[src/rtl/prog_parser_pkg.sv]
// Shared types, constants and field layouts for the programmable header parser.
package prog_parser_pkg;

   localparam int NUM_HDRS  = 4;
   localparam int NXT_ENT   = 4;
   localparam int TAG_W     = 16;
   localparam int OFF_W     = 16;
   localparam int ID_W      = $clog2(NUM_HDRS);
   localparam int SEL_W     = $clog2(NXT_ENT + 1);
   localparam int ENT_IDX_W = $clog2(NXT_ENT);
   localparam int LEN_W     = 8;

   // Offset reported for a header that was not found.
   localparam logic [OFF_W-1:0] NO_OFFSET = '1;

   // cfg_sel value addressing the header descriptor; k addresses entry k-1.
   localparam logic [SEL_W-1:0] CFG_SEL_DESC = '0;

   // Descriptor layout: {len[7:0], tag_start[7:0], tag_len[1:0]}.
   localparam int DESC_TLEN_LSB   = 0;
   localparam int DESC_TSTART_LSB = 2;
   localparam int DESC_LEN_LSB    = 10;
   localparam int DESC_W          = DESC_LEN_LSB + LEN_W;

   // Next-table entry layout: {valid, tag[15:0], next_id}.
   localparam int ENT_ID_LSB    = 0;
   localparam int ENT_TAG_LSB   = ID_W;
   localparam int ENT_VALID_BIT = ID_W + TAG_W;

   // Config bits carrying information; anything above is reserved.
   localparam int CFG_PAYLOAD_W = ENT_VALID_BIT + 1;

   // Every memory read fetches one 32-bit big-endian word.
   localparam logic [3:0] MEM_WIDTH = 4'd4;

   typedef enum logic [2:0] {
      PP_ST_IDLE  = 3'd0,
      PP_ST_REQ   = 3'd1,
      PP_ST_WAIT  = 3'd2,
      PP_ST_MATCH = 3'd3,
      PP_ST_DONE  = 3'd4
   } pp_state_e;

   typedef struct packed {
      logic [LEN_W-1:0] len;
      logic [7:0]       tag_start;
      logic [1:0]       tag_len;
   } hdr_desc_t;

   typedef struct packed {
      logic             valid;
      logic [TAG_W-1:0] tag;
      logic [ID_W-1:0]  next_id;
   } nxt_ent_t;

   function automatic hdr_desc_t unpack_desc(input logic [DESC_W-1:0] d);
      hdr_desc_t r;
      r.len       = d[DESC_LEN_LSB +: LEN_W];
      r.tag_start = d[DESC_TSTART_LSB +: 8];
      r.tag_len   = d[DESC_TLEN_LSB +: 2];
      return r;
   endfunction

   function automatic nxt_ent_t unpack_ent(input logic [CFG_PAYLOAD_W-1:0] d);
      nxt_ent_t r;
      r.valid   = d[ENT_VALID_BIT];
      r.tag     = d[ENT_TAG_LSB +: TAG_W];
      r.next_id = d[ENT_ID_LSB +: ID_W];
      return r;
   endfunction

   // Top TAG_W bits of the fetched word, cut down to tag_len bytes and
   // zero-extended. A length of 3 is treated as the 2-byte maximum.
   function automatic logic [TAG_W-1:0] extract_tag(input logic [TAG_W-1:0] w,
                                                    input logic [1:0]       tag_len);
      logic [TAG_W-1:0] t;
      case (tag_len)
         2'd0:    t = '0;
         2'd1:    t = TAG_W'(w[TAG_W-1 -: 8]);
         default: t = w;
      endcase
      return t;
   endfunction

endpackage

[src/rtl/prog_parser_tbl.sv]
// Parse-graph table: per-header descriptor and next-header entries, the
// config write port, and the combinational lowest-index tag match.
module prog_parser_tbl
   import prog_parser_pkg::*;
(
   input  logic                     clk,
   input  logic                     wr_en,
   input  logic [ID_W-1:0]          wr_hdr,
   input  logic [SEL_W-1:0]         wr_sel,
   input  logic [CFG_PAYLOAD_W-1:0] wr_data,
   input  logic [ID_W-1:0]          cur_id,
   input  logic [TAG_W-1:0]         tag_word,
   output logic [7:0]               tag_start,
   output logic [LEN_W-1:0]         len,
   output logic                     hit,
   output logic [ID_W-1:0]          next_id
);

   hdr_desc_t desc_q [NUM_HDRS];
   nxt_ent_t  ent_q  [NUM_HDRS][NXT_ENT];

   logic [SEL_W-1:0]     sel_m1;
   logic [ENT_IDX_W-1:0] ent_idx;
   hdr_desc_t            cur_desc;
   logic [TAG_W-1:0]     tag;

   assign sel_m1  = wr_sel - SEL_W'(1);
   assign ent_idx = sel_m1[ENT_IDX_W-1:0];

   // Config write: one descriptor or one entry per strobe; out-of-range selects are dropped.
   // NOTE: the table has no reset on purpose -- its contents are owned by software and survive rst.
   // NOTE: sequential state is written with <= only, so every reader sees pre-edge values.
   always_ff @(posedge clk) begin
      if (wr_en) begin
         if (wr_sel == CFG_SEL_DESC) begin
            desc_q[wr_hdr] <= unpack_desc(wr_data[DESC_W-1:0]);
         end else if (wr_sel <= SEL_W'(NXT_ENT)) begin
            ent_q[wr_hdr][ent_idx] <= unpack_ent(wr_data);
         end
      end
   end

   // Descriptor lookup and priority match; scanning downwards lets the lowest index win.
   // NOTE: every output gets a default before any branch, so no latch can be inferred.
   always_comb begin
      cur_desc  = desc_q[cur_id];
      tag_start = cur_desc.tag_start;
      len       = cur_desc.len;
      tag       = extract_tag(tag_word, cur_desc.tag_len);
      hit       = 1'b0;
      next_id   = '0;
      for (int e = NXT_ENT - 1; e >= 0; e--) begin
         if (ent_q[cur_id][e].valid && (ent_q[cur_id][e].tag == tag)) begin
            hit     = 1'b1;
            next_id = ent_q[cur_id][e].next_id;
         end
      end
      // A zero-length tag marks a terminal header: it never matches.
      if (cur_desc.tag_len == 2'd0) begin
         hit = 1'b0;
      end
   end

endmodule

[src/rtl/prog_parser.sv]
// Runtime-programmable header parser: follows the configured parse graph
// through packet memory and reports the byte offset of each header found.
module prog_parser
   import prog_parser_pkg::*;
(
   input  logic                      clk,
   input  logic                      rst,
   input  logic                      start_i,
   input  logic                      cfg_we_i,
   input  logic [ID_W-1:0]           cfg_hdr_i,
   input  logic [SEL_W-1:0]          cfg_sel_i,
   input  logic [31:0]               cfg_data_i,
   output logic                      cfg_busy_o,
   output logic                      mem_ce_o,
   output logic [OFF_W-1:0]          mem_addr_o,
   output logic [3:0]                mem_width_o,
   input  logic [31:0]               mem_data_i,
   input  logic                      mem_valid_i,
   output logic                      ready_o,
   output logic                      err_o,
   output logic [NUM_HDRS-1:0]       hdr_vld_o,
   output logic [NUM_HDRS*OFF_W-1:0] offsets_o
);

   pp_state_e                 state_q, state_d;
   logic [ID_W-1:0]           cur_q, cur_d;
   logic [OFF_W-1:0]          base_q, base_d;
   logic [TAG_W-1:0]          data_q, data_d;
   logic [NUM_HDRS-1:0]       vld_q, vld_d;
   logic [NUM_HDRS*OFF_W-1:0] off_q, off_d;
   logic                      err_q, err_d;

   logic [OFF_W:0]            base_sum;
   logic [NUM_HDRS-1:0]       vld_mark;

   logic [7:0]                tbl_tag_start;
   logic [LEN_W-1:0]          tbl_len;
   logic                      tbl_hit;
   logic [ID_W-1:0]           tbl_next_id;

   // Reserved config bits and the word's low bytes carry nothing the parser needs.
   logic unused_bits;
   assign unused_bits = ^{cfg_data_i[31:CFG_PAYLOAD_W], mem_data_i[31-TAG_W:0]};

   // Writes are accepted only while idle so the graph cannot change under a parse.
   prog_parser_tbl u_tbl (
      .clk       (clk),
      .wr_en     (cfg_we_i && (state_q == PP_ST_IDLE)),
      .wr_hdr    (cfg_hdr_i),
      .wr_sel    (cfg_sel_i),
      .wr_data   (cfg_data_i[CFG_PAYLOAD_W-1:0]),
      .cur_id    (cur_q),
      .tag_word  (data_q),
      .tag_start (tbl_tag_start),
      .len       (tbl_len),
      .hit       (tbl_hit),
      .next_id   (tbl_next_id)
   );

   // State and datapath registers with synchronous reset.
   always_ff @(posedge clk) begin
      if (rst) begin
         state_q <= PP_ST_IDLE;
         cur_q   <= '0;
         base_q  <= '0;
         data_q  <= '0;
         vld_q   <= '0;
         off_q   <= {NUM_HDRS{NO_OFFSET}};
         err_q   <= 1'b0;
      end else begin
         state_q <= state_d;
         cur_q   <= cur_d;
         base_q  <= base_d;
         data_q  <= data_d;
         vld_q   <= vld_d;
         off_q   <= off_d;
         err_q   <= err_d;
      end
   end

   // Next-state and datapath updates for the parse walk.
   always_comb begin
      state_d  = state_q;
      cur_d    = cur_q;
      base_d   = base_q;
      data_d   = data_q;
      vld_d    = vld_q;
      off_d    = off_q;
      err_d    = err_q;
      // One bit wider than the offset so a carry flags an overflowing header.
      base_sum = {1'b0, base_q} + (OFF_W + 1)'(tbl_len);
      // Marking the current header first makes a self-loop look like any other loop.
      vld_mark = vld_q | (NUM_HDRS'(1) << cur_q);

      case (state_q)
         PP_ST_IDLE: begin
            if (start_i) begin
               vld_d   = '0;
               off_d   = {NUM_HDRS{NO_OFFSET}};
               err_d   = 1'b0;
               cur_d   = '0;
               base_d  = '0;
               state_d = PP_ST_REQ;
            end
         end
         PP_ST_REQ: begin
            state_d = PP_ST_WAIT;
         end
         PP_ST_WAIT: begin
            if (mem_valid_i) begin
               data_d  = mem_data_i[31 -: TAG_W];
               state_d = PP_ST_MATCH;
            end
         end
         PP_ST_MATCH: begin
            vld_d                        = vld_mark;
            off_d[cur_q*OFF_W +: OFF_W]  = base_q;
            if (!tbl_hit) begin
               state_d = PP_ST_DONE;
            end else if (vld_mark[tbl_next_id] || base_sum[OFF_W]) begin
               err_d   = 1'b1;
               state_d = PP_ST_DONE;
            end else begin
               base_d  = base_sum[OFF_W-1:0];
               cur_d   = tbl_next_id;
               state_d = PP_ST_REQ;
            end
         end
         PP_ST_DONE: begin
            if (!start_i) begin
               state_d = PP_ST_IDLE;
            end
         end
         default: begin
            state_d = PP_ST_IDLE;
         end
      endcase
   end

   // The address is only driven while requesting so the bus idles at zero.
   assign mem_ce_o    = (state_q == PP_ST_REQ);
   assign mem_addr_o  = mem_ce_o ? (base_q + OFF_W'(tbl_tag_start)) : '0;
   assign mem_width_o = MEM_WIDTH;
   assign ready_o     = (state_q == PP_ST_DONE);
   assign cfg_busy_o  = (state_q != PP_ST_IDLE);
   assign err_o       = err_q;
   assign hdr_vld_o   = vld_q;
   assign offsets_o   = off_q;

endmodule

[config.mk]
export PLATFORM = sky130hd
export DESIGN_NAME = prog_parser
export DESIGN_NICKNAME = d
export VERILOG_FILES = /design/src/rtl/prog_parser_pkg.sv /design/src/rtl/prog_parser_tbl.sv /design/src/rtl/prog_parser.sv
export SDC_FILE = /design/constraint.sdc
export NUM_CORES = 1
export LEC_CHECK = 0
export CAP_MARGIN = 15
export CORE_MARGIN = 2
export CORE_UTILIZATION = 52
export DETAILED_ROUTE_END_ITERATION = 10
export GPL_ROUTABILITY_DRIVEN = 0
export PLACE_DENSITY = 0.69
export SLEW_MARGIN = 0
export SYNTH_ARGS = -nofsm -noshare
export SYNTH_HDL_FRONTEND = slang
export SYNTH_HIERARCHICAL = 1
export SYNTH_SLANG_ARGS = --single-unit
[constraint.sdc]
create_clock -name clk -period 10.3 [get_ports clk]
set_input_delay 2.06 -clock clk [delete_from_list [all_inputs] [get_ports clk]]
set_output_delay 2.06 -clock clk [all_outputs]
set_load 0.01 [all_outputs]
==> qor_table.md, run 1 <==
| Item | Reported |
|---|---|
| Total via count in the routed design | 12746 |
| TNS Setup | 0 ps |
| Cell at the root of the clock tree | sky130_fd_sc_hd__clkbuf_16 |
| Most common cell on crit path | sky130_fd_sc_hd__a21oi_1 |
| Setup Slack @ Placement | 3960 ps |
| Worst Hold Slack | 470 ps |
| Number of distinct library cells after synthesis | 72 |
| Total global routing track utilization | 24.6% |
| Count of antenna-violating nets left after detailed routing | 0 |
| Clock skew | 23.0 ps |
| Worst Path Required | 8240 ps |
| Most used routing layer in global routing | met2 |
| Crit path cell chain | mux4_2, ha_1, fa_1, a21oi_1, nor2b_1, and3_1, o31ai_1, o21ai_0, a21oi_1, clkdlybuf4s50_1 |
| Net count of the finished layout | 1650 |
| CTS clk-pin slew, worst paths | 60 ps |
| Final non-filler cell area | 0.0239 mm^2 |
| Setup slack of the critical path after layout | 3430 ps |
| Drt wl/cell | 23.7 um |
| Pin count of the biggest net entering global routing | 98 |
| Global-route wire length before repair | 75100 um |
| Mapped cell area | 0.0205 mm^2 |
| Area of the die | 0.0409 mm^2 |
| CTS buffer count | 49 |
| Ant. Diodes | 0 |
| Type of element capturing the critical path | output port |
| Setup bufs post-CTS | 0 |
| Worst-case vdd ir drop | 0.142 mV |
| Vert. Die Dim | 202 um |
| Cts hold-fix bufs | 0 |
| Tightest Pin Transition | 1130 ps |
| Share of Yosys cell area claimed by the top area cell type | 55.2% |
| Remaining Overflow, GRT | 0 |
| Highest-delay cell along the critical path | sky130_fd_sc_hd__dfxtp_4 |
| Fill cell instance count of the final layout | 2852 |
| Fraction of the cycle the final worst path needs | 66.7% |
| Met3 Use GR | 4.27% |
| Die X | 202 um |
| CP arrival | 4810 ps |
| Worst setup path category | flop to output port |
| Synthesized instance count | 1424 |
| Period minus WS final | 6870 ps |
| Highest clock rate | 146 MHz |
| Unrepaired setup endpoints after global routing | false |
| Number of slew-limit violations in the final report | 0 |
| Dominant cells by area after synthesis | sky130_fd_sc_hd__edfxtp_1 55%, sky130_fd_sc_hd__mux4_2 11%, sky130_fd_sc_hd__dfxtp_1 10%, sky130_fd_sc_hd__a21oi_1 2.8%, sky130_fd_sc_hd__nand2_1 2.8% |
| Instance area after placement | 0.0223 mm^2 |
| Total core area | 0.0387 mm^2 |
| M1 GR Usage | 33.6% |
| Register area share after synthesis | 65.6% |
| Average via count per standard cell | 6.04 |
| TritonCTS clock tree | yes |
| Top-Level Pins | 166 |
| Number of search-and-repair iterations in the first detailed-routing pass | 5 |
| Final Hold Viols | 0 |
| Leakage power | 7.71 nW |
| Cell taking the most area after synthesis | sky130_fd_sc_hd__edfxtp_1 |
| Most instantiated flip-flop cell in the synthesis netlist | sky130_fd_sc_hd__edfxtp_1 |
| Run status | complete, no violations |
| CTS H-tree lvls | 2 |
| Resize count post-CTS | 0 |
| Met2 track demand over resource | 39.6% |
| Delay of the slowest critical-path stage | 840 ps |
| Rel. slew slack | 24.6% |
| Initial core utilization | 52.8% |
| Fraction of final layout cells sized beyond drive strength 1 | 14.5% |
| CTS sink count | 482 |
| Area added between synthesis and finish | 17.0% |
| Post-Syn Area per Cell | 14.4 um^2 |
| Number of global-route vias before repair | 12232 |
| Commonest cells in the netlist | 376 x sky130_fd_sc_hd__edfxtp_1, 150 x sky130_fd_sc_hd__nand2_1, 113 x sky130_fd_sc_hd__a21oi_1 |
| Type of origin of the critical path | flop |
| Routed wire length | 49900 um |
| Clock Latency Late Sink | 590 ps |
| EDFF count, synth | 376 |
| First DRT Iteration DRCs | 1236 |
| Post-detailed-placement half-perimeter wirelength | 31300 um |
| Final routed DRC violation total | 0 |
| Most frequent cell after synthesis | sky130_fd_sc_hd__edfxtp_1 |
| Number of max-cap violations | 0 |
| Clock buffer depth | 3 |
| Hold WC Path Type | flop to flop |
| Seq cells post-synth | 482 |
| Yosys warning count | 6 |
| Async set-reset flop share out of synthesis | 0% |
| Buffers on Ports | 132 |
| Highest net fanout along the worst path | 38 |
| Final setup violation count | 0 |
| Number of standard-cell rows in the floorplan | 72 |
| Pwr/cell area | 182 mW/mm^2 |
| Antenna violations before repair | 0 |
-- final timing paths --
path	from	slack (ps)	endpoint	cells past startpoint
max	cur_q[0]	3430	mem_addr_o[14]	10
min	data_q[5]	470	data_q[5]	2
max reg2reg	cur_q[1]	3760	base_q[2]	14
min reg2reg	data_q[5]	470	data_q[5]	2
-- report_power, final --
part           internal (W)  leakage [nW]  switching, W
registers           0.00214          4.24     0.0000461
clock network       0.00105         0.772      0.000729
logic              0.000145          2.70      0.000258
-- sequential cells by signal (all words and copies together), names as in the netlist --
name / count
base_q: 16
cur_q: 2
data_q: 16
err_o: 1
hdr_vld_o: 4
offsets_o: 64
state_q: 3
u_tbl/desc_q: 72
u_tbl/ent_q: 304
-- layer usage --
| metal | wire length (um) | part of all wire (%) |
|---|---|---|
| met1 | 20700 | 41 |
| met2 | 23900 | 48 |
| met3 | 3560 | 7.1 |
| met4 | 1760 | 3.5 |
| met5 | 0 | 0 |
-- final cells by class --
cell class	instances	area, um^2	share of cell area, %
Clock buffer	68	1360	5.68
Clock inverter	24	245	1.03
Inverter	16	60.1	0.251
Multi-Input combinational cell	842	6660	27.8
Sequential cell	482	13400	56.1
Tap cell	518	648	2.71
Timing Repair Buffer	161	1530	6.41
-- placed cells by master (no fill, tap or decap), types with 9 or more instances in the layout --
| master | Yosys | routed |
|---|---|---|
| sky130_fd_sc_hd__clkbuf_16 | 0 | 51 |
| sky130_fd_sc_hd__nor2_1 | 83 | 71 |
| sky130_fd_sc_hd__nand3b_1 | 9 | 9 |
| sky130_fd_sc_hd__o21bai_1 | 17 | 17 |
| sky130_fd_sc_hd__clkbuf_1 | 42 | 15 |
| sky130_fd_sc_hd__clkdlybuf4s50_1 | 0 | 131 |
| sky130_fd_sc_hd__xnor2_1 | 41 | 41 |
| sky130_fd_sc_hd__inv_1 | 16 | 16 |
| sky130_fd_sc_hd__and3_1 | 12 | 12 |
| sky130_fd_sc_hd__nor3_1 | 23 | 17 |
| sky130_fd_sc_hd__mux4_2 | 96 | 96 |
| sky130_fd_sc_hd__xor2_1 | 16 | 16 |
| sky130_fd_sc_hd__nand4_1 | 9 | 9 |
| sky130_fd_sc_hd__buf_4 | 10 | 29 |
| sky130_fd_sc_hd__nand3_1 | 27 | 27 |
| sky130_fd_sc_hd__a21oi_1 | 113 | 113 |
| sky130_fd_sc_hd__a211oi_1 | 21 | 21 |
| sky130_fd_sc_hd__dfxtp_1 | 106 | 104 |
| sky130_fd_sc_hd__ha_1 | 22 | 22 |
| sky130_fd_sc_hd__clkinv_1 | 0 | 10 |
| sky130_fd_sc_hd__o22ai_1 | 10 | 10 |
| sky130_fd_sc_hd__nand2_1 | 150 | 150 |
| sky130_fd_sc_hd__edfxtp_1 | 376 | 376 |
| sky130_fd_sc_hd__nand2b_1 | 9 | 9 |
| sky130_fd_sc_hd__o21ai_0 | 71 | 71 |
-- cells by family after synthesis --
kind of cell	count (synthesis)	share of synthesized area [%]
xor gates and xnor gates	57	2.44
and+or+nand+nor	383	9.26
DFF	482	65.6
other	2	0.0367
muxes	100	10.8
buffers and inverters	102	2.35
adders and majority gates	24	1.54
AOI/OAI and AO/OA	274	8.01
-- worst max-delay path: cells and delay by family, from the launching register on --
kind            cells  cell delay [ps]
simple gates        2              270
buf+inv             1              580
compound gates      4             1270
flops               1              840
mux                 1              620
fa+ha+maj           2              630
-- stage by stage --
stage / util [%] / instances / power [W]
global placement: 57.6 / 2018 / 0.00261
global route: 61.8 / 2111 / 0.00451
detailed placement: 57.6 / 2018 / 0.00262
finish: 61.8 / 2111 / 0.00437
CTS: 61.7 / 2110 / 0.00439
floorplan: - / 1426 / 0.00245
No activity file was read; power rests on OpenSTA's default activity.
==> run 2: changes to the inputs <==
Clock period 10.3 ns to 6.4 ns, I/O delays scaled along.
==> qor_table.md, run 2 (same netlist as run 1, synthesis figures left out) <==
| Item | Reported | Change |
|---|---|---|
| Final Hold Viols | 0 | unchanged |
| Antenna violations before repair | 1 | +1 |
| Register with the most flip-flops | u_tbl/ent_q |  |
| Number of max-cap violations | 0 | unchanged |
| Count of antenna-violating nets left after detailed routing | 0 | unchanged |
| Number of search-and-repair iterations in the first detailed-routing pass | 5 | unchanged |
| Type of element capturing the critical path | output port |  |
| Number of standard-cell rows in the floorplan | 72 | unchanged |
| Worst Path Required | 5120 ps | -3120 ps |
| Cell at the root of the clock tree | sky130_fd_sc_hd__clkbuf_16 |  |
| Die X | 202 um | unchanged |
| Worst setup path category | flop to output port |  |
| CTS H-tree lvls | 2 | unchanged |
| Fraction of final layout cells sized beyond drive strength 1 | 15.2% | +0.69 points |
| Area added between synthesis and finish | 17.0% | about the same |
| TritonCTS clock tree | yes |  |
| CP arrival | 4390 ps | -420 ps |
| Clock skew | 18.9 ps | -4.10 ps |
| Final routed DRC violation total | 0 | unchanged |
| Net count of the finished layout | 1660 | +0.61% |
| Total global routing track utilization | 24.4% | -0.19 points |
| Period minus WS final | 5670 ps |  |
| Number of global-route vias before repair | 12197 | -0.29% |
| R2r setup slk | 1030 ps | -2730 ps |
| Total design power | 0.00687 W | +57% |
| Top-Level Pins | 166 | unchanged |
| Clock buffer depth | 3 | unchanged |
| Setup Slack @ Placement | 1120 ps | -2840 ps |
| Run status | complete, no violations |  |
| Number of slew-limit violations in the final report | 0 | unchanged |
| Vert. Die Dim | 202 um | unchanged |
| Hold WC Path Type | flop to flop |  |
| Total via count in the routed design | 12710 | -0.28% |
| Top library cells by usage in the layout, fill and taps aside | 376 x sky130_fd_sc_hd__edfxtp_1, 150 x sky130_fd_sc_hd__nand2_1, 131 x sky130_fd_sc_hd__clkdlybuf4s50_1 |  |
| Start point of the critical path | cur_q[0] |  |
| CTS sink count | 482 | unchanged |
| Leakage power | 7.75 nW | +0.47% |
| Number of flip-flops in the largest register | 304 | unchanged |
| Global-route wire length before repair | 74300 um | -1.1% |
| CTS clk-pin slew, worst paths | 60 ps | about the same |
| Total core area | 0.0387 mm^2 | unchanged |
| TNS Setup | 0 ps | unchanged |
| Type of origin of the critical path | flop |  |
| Remaining Overflow, GRT | 0 | unchanged |
| Fraction of the cycle the final worst path needs | 88.5% |  |
| Drt wl/cell | 23.5 um | -0.81% |
| Worst-case vdd ir drop | 0.220 mV | +55% |
| Final setup violation count | 0 | unchanged |
| Post-detailed-placement half-perimeter wirelength | 32200 um | +2.7% |
| Buffers on Ports | 132 | unchanged |
| Cts hold-fix bufs | 0 | unchanged |
| Source of the worst hold timing path | data_q[5] |  |
| Initial core utilization | 52.8% | unchanged |
| First DRT Iteration DRCs | 1092 | -12% |
| Tightest Pin Transition | 1120 ps | -9.93 ps |
| Resize count post-CTS | 0 | unchanged |
| Highest net fanout along the worst path | 43 | +13% |
| Rel. slew slack | 25.3% | +0.66 points |
| Leading cell type in the layout, fill and taps excluded | sky130_fd_sc_hd__edfxtp_1 |  |
| Average via count per standard cell | 6.00 | -0.66% |
| Setup bufs post-CTS | 0 | unchanged |
| Unrepaired setup endpoints after global routing | false |  |
| Clock Latency Late Sink | 570 ps | -20 ps |
| Highest clock rate | 177 MHz |  |
| Pin count of the biggest net entering global routing | 98 | unchanged |
| Pwr/cell area | 287 mW/mm^2 | +57% |
| Setup slack of the critical path after layout | 735 ps | -2690 ps |
| CTS buffer count | 48 | -2.0% |
| Area of the die | 0.0409 mm^2 | unchanged |
| Startpoint of the lowest-slack register-to-register path | cur_q[0] |  |
| Routed wire length | 49700 um | -0.44% |
-- run 2: area by class of cell --
| type | count | area [um^2] |
|---|---|---|
| Clock buffer | 63 | 1330 |
| Multi-Input combinational cell | 842 | 6640 |
| Timing Repair Buffer | 172 | 1630 |
| Clock inverter | 25 | 188 |
| Tap cell | 518 | 648 |
| Inverter | 16 | 60.1 |
| Antenna cell | 1 | 2.50 |
| Sequential cell | 482 | 13400 |
| Fill cell | 2898 | 14800 |
-- run 2: final timing paths --
kind / depth (start not counted) / endpoint
max reg2reg: 13 / base_q[15]
max: 10 / mem_addr_o[11]
min reg2reg: 2 / data_q[5]
min: 2 / data_q[5]
-- run 2: stage by stage --
stage          instances  utilization [%]  area, um^2  hold WS (ps)
5_1_grt             2118             61.7       23900           478
4_1_cts             2118             61.7       23900           461
3_3_place_gp        2029             57.8       22400           447
3_5_place_dp        2030             57.8       22400           452
2_1_floorplan       1426                -       20500           432
6_report            2119             61.8       23900           462
-- run 2: layer usage --
metal  wire length, um  global-route usage, %  vias to the layer above
met1             20600                   33.0                     6366
li1                  -                      -                     5736
met4              1840                   9.41                        0
met2             23800                   39.6                      507
met3              3430                   4.47                      101
met5                 0                      0                        -
-- run 2: critical path: stages (launching register included) --
cell	delay [ps]
sky130_fd_sc_hd__dfxtp_4	730
sky130_fd_sc_hd__buf_12	390
sky130_fd_sc_hd__mux4_2	560
sky130_fd_sc_hd__ha_1	360
sky130_fd_sc_hd__a21oi_1	290
sky130_fd_sc_hd__nand2_1	70
sky130_fd_sc_hd__o21ai_0	460
sky130_fd_sc_hd__nor2b_1	120
sky130_fd_sc_hd__xnor2_1	150
sky130_fd_sc_hd__nor2_1	120
sky130_fd_sc_hd__clkdlybuf4s50_1	550
-- run 2: power by group --
part	total (W)	switching [W]	leakage [nW]	internal [W]
combinational	0.000649	0.000414	2.76	0.000234
sequential	0.00352	0.0000737	4.24	0.00345
clock	0.00270	0.00112	0.748	0.00158
